$ cat src/rtl/booth_pkg.sv
// ---------------------------------------------------------------------------
// booth_pkg
// Shared definitions for the radix-4 (modified Booth) sequential multiplier.
//   state_t   : controller states (IDLE, RUN)
//   digit_t   : 3-bit select code for the recoded Booth digit
//   booth_iters(): number of radix-4 iterations needed for a WIDTH-bit operand
//                  once it has been widened to WIDTH+2 bits
// ---------------------------------------------------------------------------
package booth_pkg;

  typedef enum logic {
    IDLE = 1'b0,
    RUN  = 1'b1
  } state_t;

  // Each radix-4 digit selects one of five addends: 0, +M, +2M, -M, -2M.
  typedef enum logic [2:0] {
    ZERO = 3'd0,
    PM   = 3'd1,
    P2M  = 3'd2,
    NM   = 3'd3,
    N2M  = 3'd4
  } digit_t;

  // The operand is widened by two bits so that unsigned values stay positive
  // under signed recoding; that gives WIDTH+2 bits, i.e. WIDTH/2+1 digits.
  function automatic int booth_iters(input int width);
    return width / 2 + 1;
  endfunction

endpackage

$ cat src/rtl/booth_r4_recoder.sv
// ---------------------------------------------------------------------------
// booth_r4_recoder
// Combinational radix-4 Booth digit recoder. Looks at the multiplier triplet
// {Qr[1:0], q_m1} and produces the addend for this iteration, already
// sign-extended to the accumulator width.
//
// Ports
//   triplet  in  3         {Qr[1:0], q_m1}
//   mr       in  WIDTH+2   extended multiplicand M
//   addend   out WIDTH+4   0, +M, +2M, -M or -2M (two's complement)
// ---------------------------------------------------------------------------
module booth_r4_recoder
  import booth_pkg::*;
#(
  parameter int WIDTH = 8
) (
  input  logic [2:0]       triplet,
  input  logic [WIDTH+1:0] mr,
  output logic [WIDTH+3:0] addend
);

  digit_t           sel;
  logic [WIDTH+3:0] m1;
  logic [WIDTH+3:0] m2;

  // M and 2M sign-extended to the accumulator width; 2M needs one extra bit,
  // the second guard bit keeps the running sum from wrapping.
  assign m1 = {{2{mr[WIDTH+1]}}, mr};
  assign m2 = {mr[WIDTH+1], mr, 1'b0};

  // Standard modified-Booth digit table.
  always_comb begin
    sel = ZERO;
    case (triplet)
      3'b001, 3'b010: sel = PM;
      3'b011:         sel = P2M;
      3'b100:         sel = N2M;
      3'b101, 3'b110: sel = NM;
      default:        sel = ZERO;
    endcase
  end

  // Negation is modulo 2^(WIDTH+4), which is exactly what the adder wants.
  always_comb begin
    addend = '0;
    case (sel)
      PM:      addend = m1;
      P2M:     addend = m2;
      NM:      addend = -m1;
      N2M:     addend = -m2;
      default: addend = '0;
    endcase
  end

endmodule

$ cat src/rtl/booth_multiplier_r4.sv
// ---------------------------------------------------------------------------
// booth_multiplier_r4
// Sequential radix-4 (modified Booth) multiplier, two multiplier bits per
// cycle, signed or unsigned operands, start/busy/done handshake.
//
// Ports
//   clk          in  1         rising-edge clock
//   reset        in  1         synchronous active-high reset
//   start        in  1         request, sampled only while busy=0
//   is_signed    in  1         1: two's complement operands, 0: unsigned
//   multiplicand in  WIDTH     M, sampled with start
//   multiplier   in  WIDTH     Q, sampled with start
//   busy         out 1         high while an operation is in flight
//   done         out 1         one-cycle pulse on the completion edge
//   product      out 2*WIDTH   result, held until the next completion
//
// Configuration macro
//   BOOTH_EARLY_TERM_EN  when defined, an operation completes as soon as all
//                        remaining Booth digits are zero; the remaining
//                        shift is done in one step by a variable shifter.
// ---------------------------------------------------------------------------
module booth_multiplier_r4
  import booth_pkg::*;
#(
  parameter int WIDTH = 8
) (
  input  logic               clk,
  input  logic               reset,
  input  logic               start,
  input  logic               is_signed,
  input  logic [WIDTH-1:0]   multiplicand,
  input  logic [WIDTH-1:0]   multiplier,
  output logic               busy,
  output logic               done,
  output logic [2*WIDTH-1:0] product
);

  localparam int N  = booth_iters(WIDTH);
  localparam int CW = $clog2(N + 1);
  // Full shift chain {A, Qr, q_m1}.
  localparam int TW = 2 * WIDTH + 7;
  localparam logic [CW-1:0] LAST_CNT = CW'(N);

  state_t state;
  state_t state_nxt;

  logic signed [WIDTH+3:0] acc;
  logic [WIDTH+1:0]        qr;
  logic                    qm1;
  logic [WIDTH+1:0]        mr;
  logic [CW-1:0]           cnt;

  logic [WIDTH+3:0]        addend;
  logic signed [WIDTH+3:0] sum;
  logic signed [TW-1:0]    step_full;
  logic signed [TW-1:0]    final_full;
  logic [CW-1:0]           cnt_inc;
  logic                    last_iter;
  logic                    early_hit;
  logic                    load;
  logic                    finish;
  logic [WIDTH+1:0]        m_ext;
  logic [WIDTH+1:0]        q_ext;

  // Two guard bits: sign copies in signed mode, zeros in unsigned mode, so
  // the recoder always works on a signed value with the same magnitude.
  assign m_ext = is_signed ? {{2{multiplicand[WIDTH-1]}}, multiplicand}
                           : {2'b00, multiplicand};
  assign q_ext = is_signed ? {{2{multiplier[WIDTH-1]}}, multiplier}
                           : {2'b00, multiplier};

  booth_r4_recoder #(
    .WIDTH (WIDTH)
  ) u_recoder (
    .triplet (qr[1:0] == 2'b00 && !qm1 ? 3'b000 : {qr[1:0], qm1}),
    .mr      (mr),
    .addend  (addend)
  );

  assign busy = (state == RUN);

  // One Booth iteration: add the selected multiple of M into A, then shift
  // the whole {A, Qr, q_m1} chain right by two with sign fill.
  always_comb begin
    sum       = acc + $signed(addend);
    step_full = $signed({sum, qr, qm1}) >>> 2;
    cnt_inc   = cnt + 1'b1;
    last_iter = (cnt_inc == LAST_CNT);
  end

`ifdef BOOTH_EARLY_TERM_EN
  // After this cycle's iteration, if the not-yet-recoded multiplier bits and
  // q_m1 are all the same value, every remaining digit is 0 and the rest of
  // the work is a single arithmetic shift of 2*(remaining digits).
  int rem_bits;

  always_comb begin
    rem_bits  = 2 * (N - int'(cnt_inc));
    early_hit = 1'b1;
    for (int j = 0; j < WIDTH + 2; j++) begin
      if ((j < rem_bits) && (step_full[j+1] != step_full[0])) begin
        early_hit = 1'b0;
      end
    end
    final_full = step_full;
    if (early_hit && (rem_bits > 0)) begin
      final_full = step_full >>> rem_bits;
    end
  end
`else
  always_comb begin
    early_hit  = 1'b0;
    final_full = step_full;
  end
`endif

  // Controller state register.
  always_ff @(posedge clk) begin
    if (reset) begin
      state <= IDLE;
    end else begin
      state <= state_nxt;
    end
  end

  // Next-state logic: accept start only when idle, finish after the last
  // digit (or earlier when the remaining digits are all zero).
  always_comb begin
    state_nxt = state;
    load      = 1'b0;
    finish    = 1'b0;
    case (state)
      IDLE: begin
        if (start) begin
          state_nxt = RUN;
          load      = 1'b1;
        end
      end
      RUN: begin
        if (last_iter || early_hit) begin
          state_nxt = IDLE;
          finish    = 1'b1;
        end
      end
      default: state_nxt = IDLE;
    endcase
  end

  // Datapath: operand capture on load, one iteration per RUN cycle, and the
  // product/done registers that only move on completion.
  always_ff @(posedge clk) begin
    if (reset) begin
      acc     <= '0;
      qr      <= '0;
      qm1     <= 1'b0;
      mr      <= '0;
      cnt     <= '0;
      done    <= 1'b0;
      product <= '0;
    end else begin
      done <= finish;
      if (load) begin
        acc <= '0;
        qr  <= q_ext;
        qm1 <= 1'b0;
        mr  <= m_ext;
        cnt <= '0;
      end else if (state == RUN) begin
        {acc, qr, qm1} <= final_full;
        cnt            <= finish ? '0 : cnt_inc;
        if (finish) begin
          product <= final_full[2*WIDTH:1];
        end
      end
    end
  end

endmodule

$ cat config.mk
export PLATFORM = sky130hd
export DESIGN_NAME = booth_multiplier_r4
export DESIGN_NICKNAME = d
export VERILOG_FILES = /design/src/rtl/booth_pkg.sv /design/src/rtl/booth_r4_recoder.sv /design/src/rtl/booth_multiplier_r4.sv
export SDC_FILE = /design/constraint.sdc
export NUM_CORES = 1
export LEC_CHECK = 0
export ABC_AREA = 1
export BUFFER_PORTS_ARGS = -buffer_cell sky130_fd_sc_hd__buf_4
export CAP_MARGIN = 10
export CORE_ASPECT_RATIO = 0.6
export CORE_UTILIZATION = 45
export DETAILED_ROUTE_END_ITERATION = 16
export PLACE_DENSITY = 0.76
export SLEW_MARGIN = 20
export SYNTH_ARGS = -nofsm -noshare
export SYNTH_HDL_FRONTEND = slang
export SYNTH_SLANG_ARGS = --single-unit
export TNS_END_PERCENT = 1
$ cat constraint.sdc
create_clock -name clk -period 5.05 [get_ports clk]
set_input_delay 0 -clock clk [delete_from_list [all_inputs] [get_ports clk]]
set_output_delay 0 -clock clk [all_outputs]
set_load 0.005 [all_outputs]
**After elaboration in Yosys (flattened, before gate mapping)**

Index checks and enable logic that the tools add are counted.

- Memories kept: 0
- Bits in writable memories: 0
- Output and inout port bits: 18
- Latch bits: 0
- Bits in registers: 52
- ROM bits: 0
- Input bits: 20

- Div/mod/pow operators: 0
- Equality and inequality tests: 11
- Multiply operators: 0
- Reduce and logical (&&, ||, !) cells: 8
- Bitwise gates (word level): 2
- Add/sub/neg operators: 4
- Magnitude comparators: 0
- Shift operators: 0
- Mux-type cells: 14

Operator list:

| cell | number |
|---|---|
| $pmux 12 s4 | 1 |
| $mux 10 | 4 |
| $neg 12->12 | 2 |
| $eq 3x3->1 const B | 5 |
| $add 10x12->12 | 1 |
| $eq 3x2->1 const B | 4 |
| $pmux 3 s4 | 1 |
| $eq 3x1->1 const B | 2 |
| $mux 3 | 2 |
| $reduce_or 2->1 | 3 |
| $mux 1 | 5 |
| $add 3x1->3 const B | 1 |
| $reduce_and 3->1 | 1 |
| $logic_not 2->1 | 1 |
| $not 1->1 | 2 |
| $pmux 1 s2 | 1 |
| $reduce_bool 2->1 | 1 |
| $logic_and 1x1->1 | 1 |
| $logic_not 1->1 | 1 |

**Logic depth before layout (Yosys ltp)**

Gate-level depths: netlist (run 1).

- Depth in word-level cells: 11
- Mapped depth: 20
- Gate-level depth less buffers: 20

**Cells and area by module**

From an unflattened synthesis (run 1), not the netlist that was laid out.

- Cell total of the unflattened synthesis: 476
- Area, all modules: 3085.5 um^2

By module, submodules not included:

| module | cells each | instances | sequential area each (um^2) | area an instance (um^2) |
|---|---|---|---|---|
| booth_multiplier_r4 | 365 | 1 | 1021.0 | 2541.2 |
| booth_r4_recoder | 111 | 1 | 0.0 | 544.3 |

**Worst setup path before layout (run 1)**

No wires, ideal clock.

- Path type: reg2reg
- From: register mr[0]
- To: register acc[7]
- Library setup time: 0.113 ns
- Arrival: 2.358 ns
- Stages on the path, launching flop included: 19
- Path slack: 2.579 ns
- Period minus slack after synthesis: 2.471 ns
- Cells stage by stage: dfxtp_1 > inv_1 > ha_1 > nand3_1 > nor2_1 > inv_1 > nand2_1 > inv_1 > a21oi_1 > o21ai_0 > ha_1 > a21oi_1 > or2_1 > nand3_1 > a21o_1 > nand2_1 > nand2_1 > o21ai_1 > inv_1

- Cells in the longest elaborated chain, start to end: 3

RTL lines:

| what | line | source |
|---|---|---|
| start: declaration | booth_multiplier_r4.sv:50 | `logic [WIDTH+1:0] mr;` |
| start signal: assignment | booth_multiplier_r4.sv:166 | `mr <= m_ext;` |
| $neg 12->12, on equally long branches | booth_r4_recoder.sv:49, booth_r4_recoder.sv:50 |  |
| $pmux 12 s4 (*) | booth_r4_recoder.sv:46 | `case (sel)` |
| $add 10x12->12 (*) | booth_multiplier_r4.sv:85 | `sum = acc + $signed(addend);` |
| end signal: assignment | booth_multiplier_r4.sv:169 | `{acc, qr, qm1} <= final_full;` |
| end: declaration | booth_multiplier_r4.sv:47 | `logic signed [WIDTH+3:0] acc;` |

Every way passes the cells marked *; elsewhere a longest branch is shown, timed or not.
A chain may end at the register's enable or synchronous reset.

**Worst setup path after layout (run 1)**

Ends and elaborated chain as after synthesis.

==> out/results.ini, run 1 <==
[cells_and_area]
final_core_util = 0.5646
fill_cells = 586
area_growth_pct = 19.24
final_layout_size_suffix_gt1_frac = 0.1548
final-seq-area_mm2 = 0.001021
finalNetCount = 499
diodes = 0
multiInputGateArea_mm2 = 0.001599

[timing]
min_period_over_period = 0.5726
setup_viol = 0
fin_crit_ps = 2892
fmax_mhz = 345.8
tightest_slew_ps = 547.8
slew_violations = 0
finClkSkew_ps = 9.355
hold_viol = 2
finalSetupTns_ps = 0
holdWs_ps = -11.68
relSlewSlack = 0.6344
rsz0062_at_grt = false

[placed_design]
gp_congestion = 0.9402
io_buffers = 37
place_hpwl_um = 5602

[die]
num_io_pins = 38
fp.dieH_um = 64.67
fp.coreArea_mm2 = 0.006221
die_w_um = 106.4
design.die.area_mm2 = 0.006883
rows = 22
start_util = 0.4735

[detailed_routing]
detail-route-antenna-nets = 0
drc = 0
drt_iter0_drc = 244
drt-pass1-iter-count = 5
wire_per_inst_um = 13.50
viasPerCell = 5.242
drt_wl_total_um = 7409
route.vias.total = 2878

[critical_path]
max_stage_delay_ps = 380
cp_max_fo = 5
critPathKind = reg2reg
end_kind = flip-flop
crit_arrival_ps = 3100
cp-start-kind = flip-flop
critPathMostFrequentCell = inv_1
required_ps = 5260
crit_chain = inv_1, ha_1, nand3_1, nor2_1, inv_1, nand2_1, inv_1, a21oi_1, o21ai_0, ha_1, a21oi_1, or2_1, nand3_1, a21o_1, nand2_1, nand2_1, o21ai_1, inv_1
cp_slowest_cell = ha_1

[synth]
synth.largest_area_cell = dfxtp_1
ys_ff_latch = 51
ys_seq_area_frac = 0.3466
synth_ff_type = dfxtp_1
yosysUniqueCellTypes = 41
netlist.area_leader.share = 0.3466
avgSynthCellArea_um2 = 7.063
synth_area_leaders = dfxtp_1, nand2_1, inv_1, ha_1, nor2_1
synth_edf_count = 0
synthCells = 417
ys_warn_count = 0
syn_area_mm2 = 0.002945
async_flop_share = 0
syn_nets = 452

[cts]
ctsHoldBuffers = 11
cts_sinks = 51
cts_buffer_depth = 2
path_clk_slew_ps = 100
post_cts_buffers = 0
numCtsBuffers = 5
cts_tree = yes
clk_latency_ps = 300
root_buffer = clkbuf_8
ctsResizeCount = 0
h-tree-depth = 2

[grt]
grt_first_pass_wirelength_um = 12330
grt_max_degree = 28
overflow = 0
first_global_vias = 2512
track_usage = 0.2270
antenna_found_initial = 0

[outcome]
violations = negative hold slack
status = complete, but fails checks

[flow_run]
maxCapViolations = 0

[pwr]
max-vdd-ir-drop_uv = 117.7
power_density_mw_per_mm2 = 259.1
p_leak_nw = 1.711

[worst_hold_path]
hp-class = in2reg

## final timing paths
kind | slack [ps] | to | cells past startpoint | startpoint
worst max-delay path | 2160 | acc[7] | 18 | mr[0]
worst min-delay path | -10 | mr[7] | 3 | multiplicand[7]
worst max register to register | 2160 | acc[7] | 18 | mr[0]
worst min register to register | 460 | product[1] | 2 | product[1]
## registers in the layout, summed over array words and instances (netlist names)
register  cells
qm1           1
acc          10
mr            9
busy          1
product      16
qr           10
cnt           3
done          1
## Yosys cell counts, drive strengths merged, types with 5 or more instances
cell type  instances
nand2             92
inv               73
dfxtp             51
nor2              47
o21ai             36
nand3             25
a21oi             22
ha                14
xor2               9
clkbuf             5
nor3               5
o221ai             5
## power breakdown
part,switching (mW),internal [mW],total [mW]
logic,0.113,0.0656,0.179
registers,0.0152,0.418,0.434
clock network,0.137,0.161,0.298
total,0.266,0.645,0.910
## through the flow
stage	setup WS (ps)	area [um2]	power [mW]	cells
detailed placement	2253	3284	0.6093	530
finish	2158	3512	0.9102	549
CTS	2198	3512	0.9098	549
global placement	2412	3284	0.6065	530
floorplan	2579	2945	0.5616	417
global route	1886	3512	0.9587	549
## metal layers
metal | wire length (um) | global-route usage | vias to the layer above
met5 | 0 | 0 | -
met4 | 19 | 0.02055 | 0
met3 | 618 | 0.04125 | 2
met2 | 2982 | 0.3352 | 119
met1 | 3790 | 0.3506 | 1310
li1 | - | - | 1447
## cell type report
cell class	instances	area share
multi-input combinational	284	0.4553
inverter	73	0.07802
clock buffer	6	0.02351
tap	84	0.02993
sequential	51	0.2907
clock inverter	2	0.009975
timing repair buffer	49	0.1126
## worst max-delay path: cells and delay by family (launching register included)
kind | cells | cell delay, ps
adders and majority gates | 2 | 620
DFF | 1 | 340
buffers and inverters | 4 | 320
and+or+nand+nor | 7 | 690
AOI/OAI and AO/OA | 5 | 820
## cells in the final DEF, fill, tap and decap left out, types with 4 or more instances in the layout
cell type and count:
a211oi_1 4, a21oi_1 21, a22o_1 4, buf_4 38, clkbuf_8 6, dfxtp_1 51
dlygate4sd3_1 11, ha_1 14, inv_1 63, inv_2 10, nand2_1 89, nand3_1 22
nor2_1 40, o21ai_0 22, o21ai_1 14, o221ai_1 5, xor2_1 9
## cell families (layout without fill, tap and decap cells)
group                      after synthesis  after routing  share of synthesized area
buffers and inverters                   82            130                     0.1105
xor gates and xnor gates                11             11                    0.03271
DFF                                     51             51                     0.3466
adders and majority gates               15             15                    0.06627
and+or+nand+nor                        172            172                     0.2693
AOI/OAI and AO/OA                       86             86                     0.1746
No activity file was read; power rests on OpenSTA's default activity.
==> run 2, diff against run 1 <==
Settings changed: PLACE_DENSITY 0.76 to 0.78.
Clock period 5.05 ns to 2.3 ns, I/O delays scaled along.
==> out/results.ini, run 2 (synthesized netlist as in run 1, its figures left out) <==
[pwr]
max-vdd-ir-drop_uv = 373.4
p_leak_nw = 2.132
power_density_mw_per_mm2 = 489.3

[critical_path]
required_ps = 2580
r2r_setup_slack_ps = -190
crit_path_start = mr[0]
max_stage_delay_ps = 350
cp-start-kind = flip-flop
end_kind = flip-flop
reg2reg_to = acc[8]
critPathKind = reg2reg
crit_arrival_ps = 2770
reg2reg_depth = 16
crit_chain = nor3_4, buf_6, xor2_4, o22ai_2, a21oi_2, o21ai_2, ha_4, nand2_1, nor3_2, buf_4, nand3_2, nand3_2, a21oi_2, o21ai_0, nand2_1, inv_1
reg2reg_from = mr[0]
cp_max_fo = 4
cp_slowest_cell = dfxtp_2
endpoint = acc[8]

[timing]
setup_viol = 12
fmax_mhz = 402.2
finClkSkew_ps = 6.903
slew_violations = 0
hold_viol = 0
fin_crit_ps = 2486
setup_ws_ps = -186.2
holdWs_ps = 35.38
min_period_over_period = 1.081
tightest_slew_ps = 505.4
finalSetupTns_ps = -1661
rsz0062_at_grt = true
relSlewSlack = 0.6627

[detailed_routing]
drt_iter0_drc = 210
detail-route-antenna-nets = 0
drc = 0
wire_per_inst_um = 15.01
drt-pass1-iter-count = 4
viasPerCell = 5.113
drt_wl_total_um = 9339
route.vias.total = 3180

[grt]
first_global_vias = 3020
grt_max_degree = 18
busiest_layer = met2
grt_first_pass_wirelength_um = 14410
overflow = 0
antenna_found_initial = 0
track_usage = 0.2736
gr-usage-met3 = 0.07042
use_met1 = 0.3512
grtUsageMet2 = 0.4578

[cts]
root_buffer = clkbuf_8
clk_latency_ps = 320
numCtsBuffers = 5
path_clk_slew_ps = 100
cts_buffer_depth = 2
cts_sinks = 51
h-tree-depth = 2
cts_tree = yes

[die]
die_w_um = 106.4
start_util = 0.4735
fp.coreArea_mm2 = 0.006221
fp.dieH_um = 64.67
num_io_pins = 38
rows = 22
design.die.area_mm2 = 0.006883

[cells_and_area]
final_common_cell = buf_4
final_layout_size_suffix_gt1_frac = 0.3810
fin_cells = 622
regMostFlops = product
final-seq-area_mm2 = 0.001031
finalNetCount = 572
multiInputGateArea_mm2 = 0.001926
final_core_util = 0.7056
most-common-layout-cells = buf_4, nand2_1, inv_1
largest_reg_flops = 16
reg.largest.list = product x16, acc x10, qr x10
area_growth_pct = 49.02
diodes = 0
fill_cells = 501

[placed_design]
place_hpwl_um = 6778
gp_congestion = 0.9166
io_buffers = 37
post-place-ws_ps = -307.4
dp_cells = 592

[worst_hold_path]
hp-class = in2reg

[outcome]
violations = negative setup slack
status = complete, but fails checks

[flow_run]
maxCapViolations = 0

run 2: worst max-delay path, delay by kind of cell (launching register included):
kind,cells,cell delay (ps)
AND/OR/NAND/NOR,6,820
AO/OA/AOI/OAI,5,450
buffers and inverters,3,360
flip-flops,1,350
adder cells (fa/ha/maj),1,300
XOR/XNOR,1,160
run 2: area by class of cell:
class | count | share of cell area
clock inverter | 3 | 0.004276
sequential | 51 | 0.2349
clock buffer | 5 | 0.01568
tap | 84 | 0.02395
inverter | 73 | 0.06357
timing repair buffer | 122 | 0.2189
multi-input combinational | 284 | 0.4387
run 2: worst min-delay path by stage:
stage / start / to / slack [ps] / cells after the start
2_1_floorplan: reset / product[10] / 70 / 1
3_3_place_gp: multiplicand[6] / mr[6] / 230 / 3
3_5_place_dp: reset / product[10] / 250 / 2
4_1_cts: multiplier[6] / qr[6] / 20 / 5
5_1_grt: multiplier[6] / qr[6] / 30 / 5
6_report: multiplier[6] / qr[6] / 40 / 5
run 2: what timing repair did:
item                       CTS  global route
hold buffers                15             0
setup endpoints to repair   15            16
buffers inserted             4             3
hold endpoints to repair    18             0
gates resized for setup     15            58
pin swaps                   10            27
run 2: metrics by stage:
stage / cell area, um2 / total power [mW]
after floorplan: 2975 / 1.242
after global placement: 3780 / 1.447
after global routing: 4389 / 2.250
after CTS: 4098 / 2.046
after detailed placement: 3780 / 1.465
final: 4389 / 2.147
run 2: metal layers:
layer  up-vias  routed length [um]
li1       1586                   -
met5         -                   0
met3        12                 697
met2       102                4410
met1      1480                4111
met4         0                 121
run 2: power breakdown:
part | internal [mW] | switching (mW)
combinational | 0.304 | 0.336
sequential | 0.920 | 0.0373
clock | 0.215 | 0.335
